===== src/rtl/mmio_console_if.sv =====
// Bus and byte-stream signals of the mmio_console device.
// master = CPU/sink side, slave = console device.
interface mmio_console_if;
  logic        enable;
  logic [31:0] addr;
  logic        rd_wr;
  logic [1:0]  access_size;
  logic [31:0] data_in;
  logic [31:0] data_out;
  logic [7:0]  tx_data;
  logic        tx_valid;
  logic        tx_ready;

  modport master (
    output enable, addr, rd_wr, access_size, data_in, tx_ready,
    input  data_out, tx_data, tx_valid
  );

  modport slave (
    input  enable, addr, rd_wr, access_size, data_in, tx_ready,
    output data_out, tx_data, tx_valid
  );
endinterface


===== src/rtl/mmio_console.sv =====
// Memory-mapped console/exit device: byte FIFO drained on a valid/ready stream, sticky halt code.
// Optional hex-dump register enabled by defining MMIO_CONSOLE_HEX_EN.
module mmio_console #(
  parameter logic [31:0] base_addr = 32'h9000_0000,
  parameter int unsigned depth     = 16
) (
  input  logic        clk,
  input  logic        reset,
  mmio_console_if.slave bus,
  output logic        halt,
  output logic [31:0] exit_code
);
  localparam int unsigned AW = $clog2(depth);
  localparam int unsigned CW = AW + 1;

  logic        sel;
  logic [1:0]  off;
  logic        rd_sel;
  logic        wr_sel;
  logic        tx_wr;
  logic        status_rd;
  logic        unused_addr_bits;

  assign sel       = bus.enable && (bus.access_size == 2'd0) && (bus.addr[31:4] == base_addr[31:4]);
  assign off       = bus.addr[3:2];
  assign rd_sel    = sel && bus.rd_wr;
  assign wr_sel    = sel && !bus.rd_wr;
  assign tx_wr     = wr_sel && (off == 2'd0);
  assign status_rd = rd_sel && (off == 2'd1);
  assign unused_addr_bits = ^bus.addr[1:0];

  logic [7:0]    mem [depth];
  logic [AW-1:0] wr_ptr;
  logic [AW-1:0] rd_ptr;
  logic [CW-1:0] count;
  logic          empty;
  logic          full;
  logic          pop;
  logic          push;
  logic [7:0]    push_byte;
  logic          cpu_push;
  logic          ovf;
  logic          set_ovf;
  logic          hex_busy;
  logic          hex_push;
  logic [7:0]    hex_byte;
  logic          hex_rej;

  assign empty        = (count == '0);
  assign full         = (count == CW'(depth));
  assign pop          = !empty && bus.tx_ready;
  assign bus.tx_valid = !empty;
  assign bus.tx_data  = mem[rd_ptr];

`ifdef MMIO_CONSOLE_HEX_EN
  typedef enum logic {IDLE, EMIT} hex_state_t;

  hex_state_t  state;
  hex_state_t  state_n;
  logic [31:0] hex_val;
  logic [2:0]  nib_idx;
  logic [3:0]  nib;
  logic        hex_wr;

  assign hex_wr  = wr_sel && (off == 2'd3);
  assign hex_rej = hex_wr && hex_busy;

  always_ff @(posedge clk) begin
    if (reset) state <= IDLE;
    else       state <= state_n;
  end

  always_comb begin
    state_n = state;
    unique case (state)
      IDLE: if (hex_wr) state_n = EMIT;
      EMIT: if (hex_push && (nib_idx == 3'd0)) state_n = IDLE;
      default: state_n = IDLE;
    endcase
  end

  // Emission stalls on a full FIFO rather than overflowing.
  always_comb begin
    hex_busy = (state == EMIT);
    hex_push = (state == EMIT) && !full;
    nib      = hex_val[{nib_idx, 2'b00} +: 4];
    hex_byte = (nib < 4'd10) ? 8'h30 + {4'h0, nib} : 8'h57 + {4'h0, nib};
  end

  always_ff @(posedge clk) begin
    if (reset) begin
      hex_val <= '0;
      nib_idx <= '0;
    end else if ((state == IDLE) && hex_wr) begin
      hex_val <= bus.data_in;
      nib_idx <= 3'd7;
    end else if (hex_push) begin
      nib_idx <= nib_idx - 3'd1;
    end
  end
`else
  assign hex_busy = 1'b0;
  assign hex_push = 1'b0;
  assign hex_byte = '0;
  assign hex_rej  = 1'b0;
`endif

  // A full FIFO still accepts a CPU byte when the sink pops on the same edge.
  assign cpu_push  = tx_wr && !hex_busy && (!full || pop);
  assign push      = hex_push || cpu_push;
  assign push_byte = hex_push ? hex_byte : bus.data_in[7:0];
  assign set_ovf   = (tx_wr && (hex_busy || (full && !pop))) || hex_rej;

  always_ff @(posedge clk) begin
    if (push) mem[wr_ptr] <= push_byte;
  end

  always_ff @(posedge clk) begin
    if (reset) begin
      wr_ptr <= '0;
      rd_ptr <= '0;
      count  <= '0;
    end else begin
      if (push) wr_ptr <= wr_ptr + AW'(1);
      if (pop)  rd_ptr <= rd_ptr + AW'(1);
      unique case ({push, pop})
        2'b10:   count <= count + CW'(1);
        2'b01:   count <= count - CW'(1);
        default: count <= count;
      endcase
    end
  end

  logic [31:0] status;

  always_comb begin
    status        = '0;
    status[0]     = empty;
    status[1]     = full;
    status[2]     = ovf;
    status[3]     = hex_busy;
    status[4]     = halt;
    status[15:8]  = 8'(count);
  end

  // Read clear precedes a same-edge overflow so a fresh overflow is never lost.
  always_ff @(posedge clk) begin
    if (reset) ovf <= 1'b0;
    else       ovf <= set_ovf || (ovf && !status_rd);
  end

  always_ff @(posedge clk) begin
    if (reset) begin
      bus.data_out <= '0;
    end else if (bus.enable && bus.rd_wr) begin
      bus.data_out <= status_rd ? status : '0;
    end
  end

  always_ff @(posedge clk) begin
    if (reset) begin
      halt      <= 1'b0;
      exit_code <= '0;
    end else if (wr_sel && (off == 2'd2) && !halt) begin
      halt      <= 1'b1;
      exit_code <= bus.data_in;
    end
  end
endmodule


===== src/flat_wrapper.sv =====
// flat-port wrapper written by rule: the top's interface ports become plain ports
module mmio_console_flat 
#(
  parameter logic [31:0] base_addr = 32'h9000_0000,
  parameter int unsigned depth     = 16
)
  (clk, reset, halt, exit_code, bus_enable, bus_addr, bus_rd_wr, bus_access_size, bus_data_in, bus_tx_ready, bus_data_out, bus_tx_data, bus_tx_valid);
  mmio_console_if bus_i ();
  input  logic clk;
  input  logic reset;
  output logic halt;
  output logic [31:0] exit_code;
  input wire logic [$bits(bus_i.enable)-1:0] bus_enable;
  input wire logic [$bits(bus_i.addr)-1:0] bus_addr;
  input wire logic [$bits(bus_i.rd_wr)-1:0] bus_rd_wr;
  input wire logic [$bits(bus_i.access_size)-1:0] bus_access_size;
  input wire logic [$bits(bus_i.data_in)-1:0] bus_data_in;
  input wire logic [$bits(bus_i.tx_ready)-1:0] bus_tx_ready;
  output wire logic [$bits(bus_i.data_out)-1:0] bus_data_out;
  output wire logic [$bits(bus_i.tx_data)-1:0] bus_tx_data;
  output wire logic [$bits(bus_i.tx_valid)-1:0] bus_tx_valid;
  assign bus_i.enable = bus_enable;
  assign bus_i.addr = bus_addr;
  assign bus_i.rd_wr = bus_rd_wr;
  assign bus_i.access_size = bus_access_size;
  assign bus_i.data_in = bus_data_in;
  assign bus_i.tx_ready = bus_tx_ready;
  assign bus_data_out = bus_i.data_out;
  assign bus_tx_data = bus_i.tx_data;
  assign bus_tx_valid = bus_i.tx_valid;
  mmio_console #(.base_addr(base_addr), .depth(depth)) u_core (.clk(clk), .reset(reset), .bus(bus_i), .halt(halt), .exit_code(exit_code));
endmodule

===== config.mk =====
export PLATFORM = sky130hd
export DESIGN_NAME = mmio_console_flat
export DESIGN_NICKNAME = d
export VERILOG_FILES = /design/src/rtl/mmio_console_if.sv /design/src/rtl/mmio_console.sv /design/src/flat_wrapper.sv
export SDC_FILE = /design/constraint.sdc
export NUM_CORES = 1
export LEC_CHECK = 0
export ABC_CLOCK_PERIOD_IN_PS = 3200
export CORE_MARGIN = 1
export CORE_UTILIZATION = 45
export CTS_BUF_LIST = sky130_fd_sc_hd__clkbuf_2 sky130_fd_sc_hd__clkbuf_4 sky130_fd_sc_hd__clkbuf_8
export DETAILED_ROUTE_END_ITERATION = 7
export HOLD_SLACK_MARGIN = 0.05
export PLACE_DENSITY = 0.74
export SLEW_MARGIN = 10
export SYNTH_ARGS = -nofsm -noshare
export SYNTH_HDL_FRONTEND = slang
export SYNTH_SLANG_ARGS = --single-unit

===== constraint.sdc =====
create_clock -name clk -period 3.2 [get_ports clk]
set_input_delay 0.48 -clock clk [delete_from_list [all_inputs] [get_ports clk]]
set_output_delay 0.48 -clock clk [all_outputs]
set_load 0.02 [all_outputs]

-- After elaboration in Yosys (flattened, before gate mapping)
Memories as Yosys holds them, arrays and structs flattened. A register that Yosys moved wholly into a read port is not among the register bits.
Index checks and enable logic that the tools add are counted.
- RAM bits: 128
- flip-flop bits (word level): 79
- input port bits: 71
- logic and storage cells: 50
- output and inout port bits: 74
- memories kept: 1
- reductions and logical operators: 26
- muxes and demuxes: 6
- eq/ne operators: 6
- add/subtract/negate cells: 4
- memories (name ; depth ; width ; read ports ; clocked after Yosys merged registers in ; wr ports ; line ; RTL):
    u_core.mem ; 16 ; 8 ; 1 ; 1 ; 1 ; mmio_console.sv:32 ; logic [7:0] mem [depth];
- operators by type and width (operator ; number):
    $eq 28x28->1 const B ; 1
    $logic_and 1x1->1 ; 14
    $mux 13 ; 1
    $pmux 5 s2 ; 1
    $add 4x1->4 const B ; 2
    $mux 4 ; 2
    $logic_not 1->1 ; 6
    $add 5x1->5 const B ; 1
    $eq 5x5->1 const B ; 1
    $logic_not 5->1 ; 1
    $sub 5x1->5 const B ; 1
    $eq 2x1->1 const B ; 2
    $eq 2x2->1 const B ; 2
    $logic_not 2->1 ; 2
    $logic_or 1x1->1 ; 2
    $mux 1 ; 2
    $reduce_bool 2->1 ; 1

-- Longest topological paths before layout
Gate-level depths: netlist (run 1).
- depth in word-level cells: 8
- mapped depth: 13
- gate-level depth less buffers: 11

-- Least setup slack after synthesis (run 1)
No wires, ideal clock.
- path type: input port to flip-flop
- start: in bus_access_size[1]
- end: reg u_core.count[4]
- path slack: 0.151 ns
- library setup time: 0.074 ns
- data required time: 3.126 ns
- cell stages on the path: 11
- arrival time: 2.975 ns
- path buffers: 0
- cells stage by stage: nor4b_1 nand4_1 nor4b_2 nor2_1 xor2_1 ha_1 o21a_1 a211o_1 or3_1 a21o_1 a31oi_2
- word-level cells in the longest chain between the ends: 8
- elaborated cells on any way between the ends: 10
- classes of those cells: eq/ne (2); mux (1); reduce/logical (7)
- RTL lines (element ; line ; RTL):
    start, declared ; flat_wrapper.sv:16 ; input wire logic [$bits(bus_i.access_size)-1:0] bus_access_size;
    $logic_not 2->1 * ; mmio_console.sv:24 ; assign sel = bus.enable && (bus.access_size == 2'd0) && (bus.addr[31:4] == base_addr[31:4]);
    $logic_and 1x1->1 * (2 in a row) ; mmio_console.sv:24 ;
    $logic_and 1x1->1 * ; mmio_console.sv:27 ; assign wr_sel = sel && !bus.rd_wr;
    $logic_and 1x1->1 * ; mmio_console.sv:28 ; assign tx_wr = wr_sel && (off == 2'd0);
    $logic_and 1x1->1 * ; mmio_console.sv:109 ; assign cpu_push = tx_wr && !hex_busy && (!full || pop);
    $eq 2x1->1 / $eq 2x2->1 (equally long branches) ; mmio_console.sv:126 ; unique case ({push, pop})
    $pmux 5 s2 / $reduce_bool 2->1 (equally long branches) ; -- ;
    end signal, assigned ; mmio_console.sv:127 ; 2'b10: count <= count + CW'(1);
    end signal, assigned ; mmio_console.sv:128 ; 2'b01: count <= count - CW'(1);
    end signal, assigned ; mmio_console.sv:129 ; default: count <= count;
    end, declared ; mmio_console.sv:35 ; logic [CW-1:0] count;
Every way passes the cells marked *; elsewhere a longest branch is shown, timed or not.
A chain may end at the register's enable or synchronous reset.

-- Final worst setup path (run 1)
Same ends and word-level chain as after synthesis.

==> run_results.csv, run 1 <==
group,metric,value,unit
die,core_area,16100,µm²
timing,maxSlewViolCount,0,
cells_and_area,antennaDiodeCount,0,
timing,fin_ws,112,ps
power_and_ir_drop,post-layout-total-power,5.54,mW
die,initial_core_util,46.8,%
clock_network,clk_path_buf_depth,2,
die,die_area,17300,µm²
synthesis,synth_largest_area_cell,"edfxtp_1",
clock_network,cts_root_buf,"clkbuf_8",
die,rows,46,
routing,post_drt_wl_per_cell,18.2,µm
die,dieHeight,131,µm
synthesis,syn_area,7530,µm²
setup_path,path_max_fanout,2,
power_and_ir_drop,ir_drop,0.000292,V
synthesis,synth-edff-count,128,
run,max-cap-violations,0,
timing,min_period_over_period,96.5,%
routing,drtIter0Drc,304,
timing,rsz0062_at_grt,"no",
power_and_ir_drop,p_leak,3.10,nW
power_and_ir_drop,p_per_area,585,nW/µm²
routing,vias,4693,
global_route,grt_pass1_vias,4855,
run_status,status,"finished clean",
timing,tightestPinTransition,1020,ps
clock_network,cts_made_buffers,17,
synthesis,yosys_most_used_dff,"edfxtp_1",
timing,finalHoldViolations,0,
timing,fin_setup_tns,0,ps
synthesis,synth_top_area_share,51.0,%
placement,portBuffers,119,
synthesis,synth.distinct_cells,47,
timing,timing.fmax,324,MHz
global_route,grt_pass1_wl,25500,µm
cells_and_area,final_core_util,58.7,%
placement,place_inst,856,
synthesis,async_flop_share,0,%
setup_path,arrival,3470,ps
timing,fin_crit,3090,ps
setup_path,worstSetupStartpointType,"input pin",
die,ios,145,
timing,fin_worst_skew,6.97,ps
placement,gp_congestion,0.908,
cells_and_area,fill_cells,1267,
global_route,grt.total_usage,19.8,%
clock_network,clkTransAtPathRegs,100,ps
timing,max_slew_margin,31.8,%
setup_path,crit_type,"in -> reg",
clock_network,ctsHoldBuffers,0,
global_route,antenna_found_initial,0,
clock_network,cts.sinks,188,
clock_network,htreeDepth,4,
global_route,grt_max_degree,58,
clock_network,worstSkewPairLatency,460,ps
synthesis,yosys_warnings,0,
placement,pre_cts_slack,-370,ps
cells_and_area,fin_cells,888,
cells_and_area,syn_to_final_growth,25.6,%
synthesis,synth_cells,518,
die,dieWidth,131,µm
routing,dr.pass1.iters,5,
clock_network,postCtsSetupBuffers,0,
synthesis,ys_seq_elements,188,
synthesis,avgSynthCellArea,14.5,µm²
synthesis,synthTopCellsByArea,"edfxtp_1 (51%), dfxtp_1 (16%), mux4_2 (12%)",
cells_and_area,nNetsFinal,737,
clock_network,cts_resized,8,
routing,drc,0,
synthesis,ys_seq_area_share,67.0,%
setup_path,cp.required,3580,ps
global_route,grt_overflow_total,0,
setup_path,end_kind,"flop",
routing,routed_wl,16200,µm
worst_hold_path,min_path_type,"reg -> reg",
cells_and_area,drive_above_1_share,17.0,%
routing,ant_nets,0,
clock_network,cts_tree,"yes",
placement,dpl.hpwl,11200,µm
timing,finalSetupViolations,0,
routing,via_per_inst,5.28,
-- through the flow --
step | instance area [µm²] | hold slack (ps)
5_1_grt | 9460 | 481
3_5_place_dp | 9050 | 446
3_3_place_gp | 9050 | 442
4_1_cts | 9450 | 461
6_report | 9460 | 459
2_1_floorplan | 7620 | 459
-- metal layers --
| layer | up-vias | share of wire (%) | track usage (%) |
|---|---|---|---|
| met5 | - | 0 | 0 |
| met3 | 16 | 6.5 | 5.32 |
| met4 | 0 | 1.6 | 7.24 |
| met1 | 2329 | 40 | 23.6 |
| li1 | 2171 | - | - |
| met2 | 177 | 52 | 34.2 |
-- path summary, 6_finish.rpt --
kind                                     startpoint                                end  slack (ps)  depth (start not counted)
setup reg to reg       u_core.count[0]$_SDFFE_PP0P_       u_core.count[4]$_SDFFE_PP0P_         470                         11
hold / removal    u_core.exit_code[30]$_SDFFE_PP0P_  u_core.exit_code[30]$_SDFFE_PP0P_         460                          2
hold reg to reg   u_core.exit_code[30]$_SDFFE_PP0P_  u_core.exit_code[30]$_SDFFE_PP0P_         460                          2
setup / recovery                 bus_access_size[1]       u_core.count[4]$_SDFFE_PP0P_         110                         12
-- synthesized netlist by cell type (5+ instances only) --
library cell / count
a21oi_1: 37
nor4_1: 5
nand2_1: 75
buf_4: 25
mux4_2: 40
edfxtp_1: 128
nor3_1: 6
a22oi_1: 7
nor2_1: 37
buf_2: 9
nand3_1: 10
xor2_1: 5
clkbuf_1: 16
ha_1: 7
dfxtp_1: 60
-- power breakdown --
group,switching [mW],internal (mW),leakage (nW),total (mW)
registers,0.0799,2.63,1.63,2.71
clock network,0.842,0.786,0.206,1.63
logic,0.566,0.631,1.25,1.20
-- cell type report --
cell class | instances | area, µm² | share of cell area [%]
sequential | 188 | 5050 | 53.3
multi-input combinational | 294 | 2250 | 23.8
timing repair buffer | 154 | 1460 | 15.5
tap | 216 | 270 | 2.86
clock buffer | 17 | 234 | 2.47
clock inverter | 15 | 184 | 1.94
inverter | 4 | 15.0 | 0.159
-- cells in the final DEF, fill, tap and decap left out, drive strengths merged, types with 5 or more instances in the layout --
master and count:
clkdlybuf4s50 110, nor3 6, nor4 6, nand3 10
inv 11, nand2 75, edfxtp 128, buf 36
mux4 40, a21oi 37, xor2 5, clkbuf 17
dfxtp 60, ha 7, a22oi 7, dlygate4sd2 8
nor2 37, conb 23
-- kinds of logic (layout without fill, tap and decap cells) --
family          after synthesis  in the layout  share of synthesized area (%)
compound gates               58             58                           4.65
xor+xnor                      7              7                          0.814
other cells                   1             23                         0.0498
buf+inv                      58            190                           4.40
simple gates                156            156                           9.60
mux                          43             43                           12.4
flops                       188            188                           67.0
fa+ha+maj                     7              7                           1.16
-- state kept, by name, summed over array words and instances (netlist names), named ones only --
| name | flops |
|---|---|
| u_core.wr_ptr | 4 |
| u_core.rd_ptr | 4 |
| u_core.count | 5 |
| u_core.exit_code | 32 |
| u_core.bus.data_out | 9 |
| u_core.ovf | 1 |
| u_core.halt | 1 |
| u_core.mem | 128 |
-- critical path, cell delays in order --
cell,delay (ps)
clkdlybuf4s50_1,410
nor4b_1,400
nand4_1,200
nor4b_2,360
nor2_1,110
xor2_1,150
ha_1,220
o21a_1,190
a211o_1,300
or3_1,310
a21o_1,170
a31oi_2,150
Power figures use the tool's default switching activity.
==> run 2: changes to the inputs <==
Settings changed: CORE_MARGIN 1 to default.
==> results of run 2 <==
Same layout as run 1: the final DEF is identical, and so are final timing and power.
==> run 3: changes to the inputs <==
Settings changed: CTS_CLUSTER_DIAMETER from default to 40.
==> results of run 3 <==
Same layout as run 1: the final DEF is identical, and so are final timing and power.
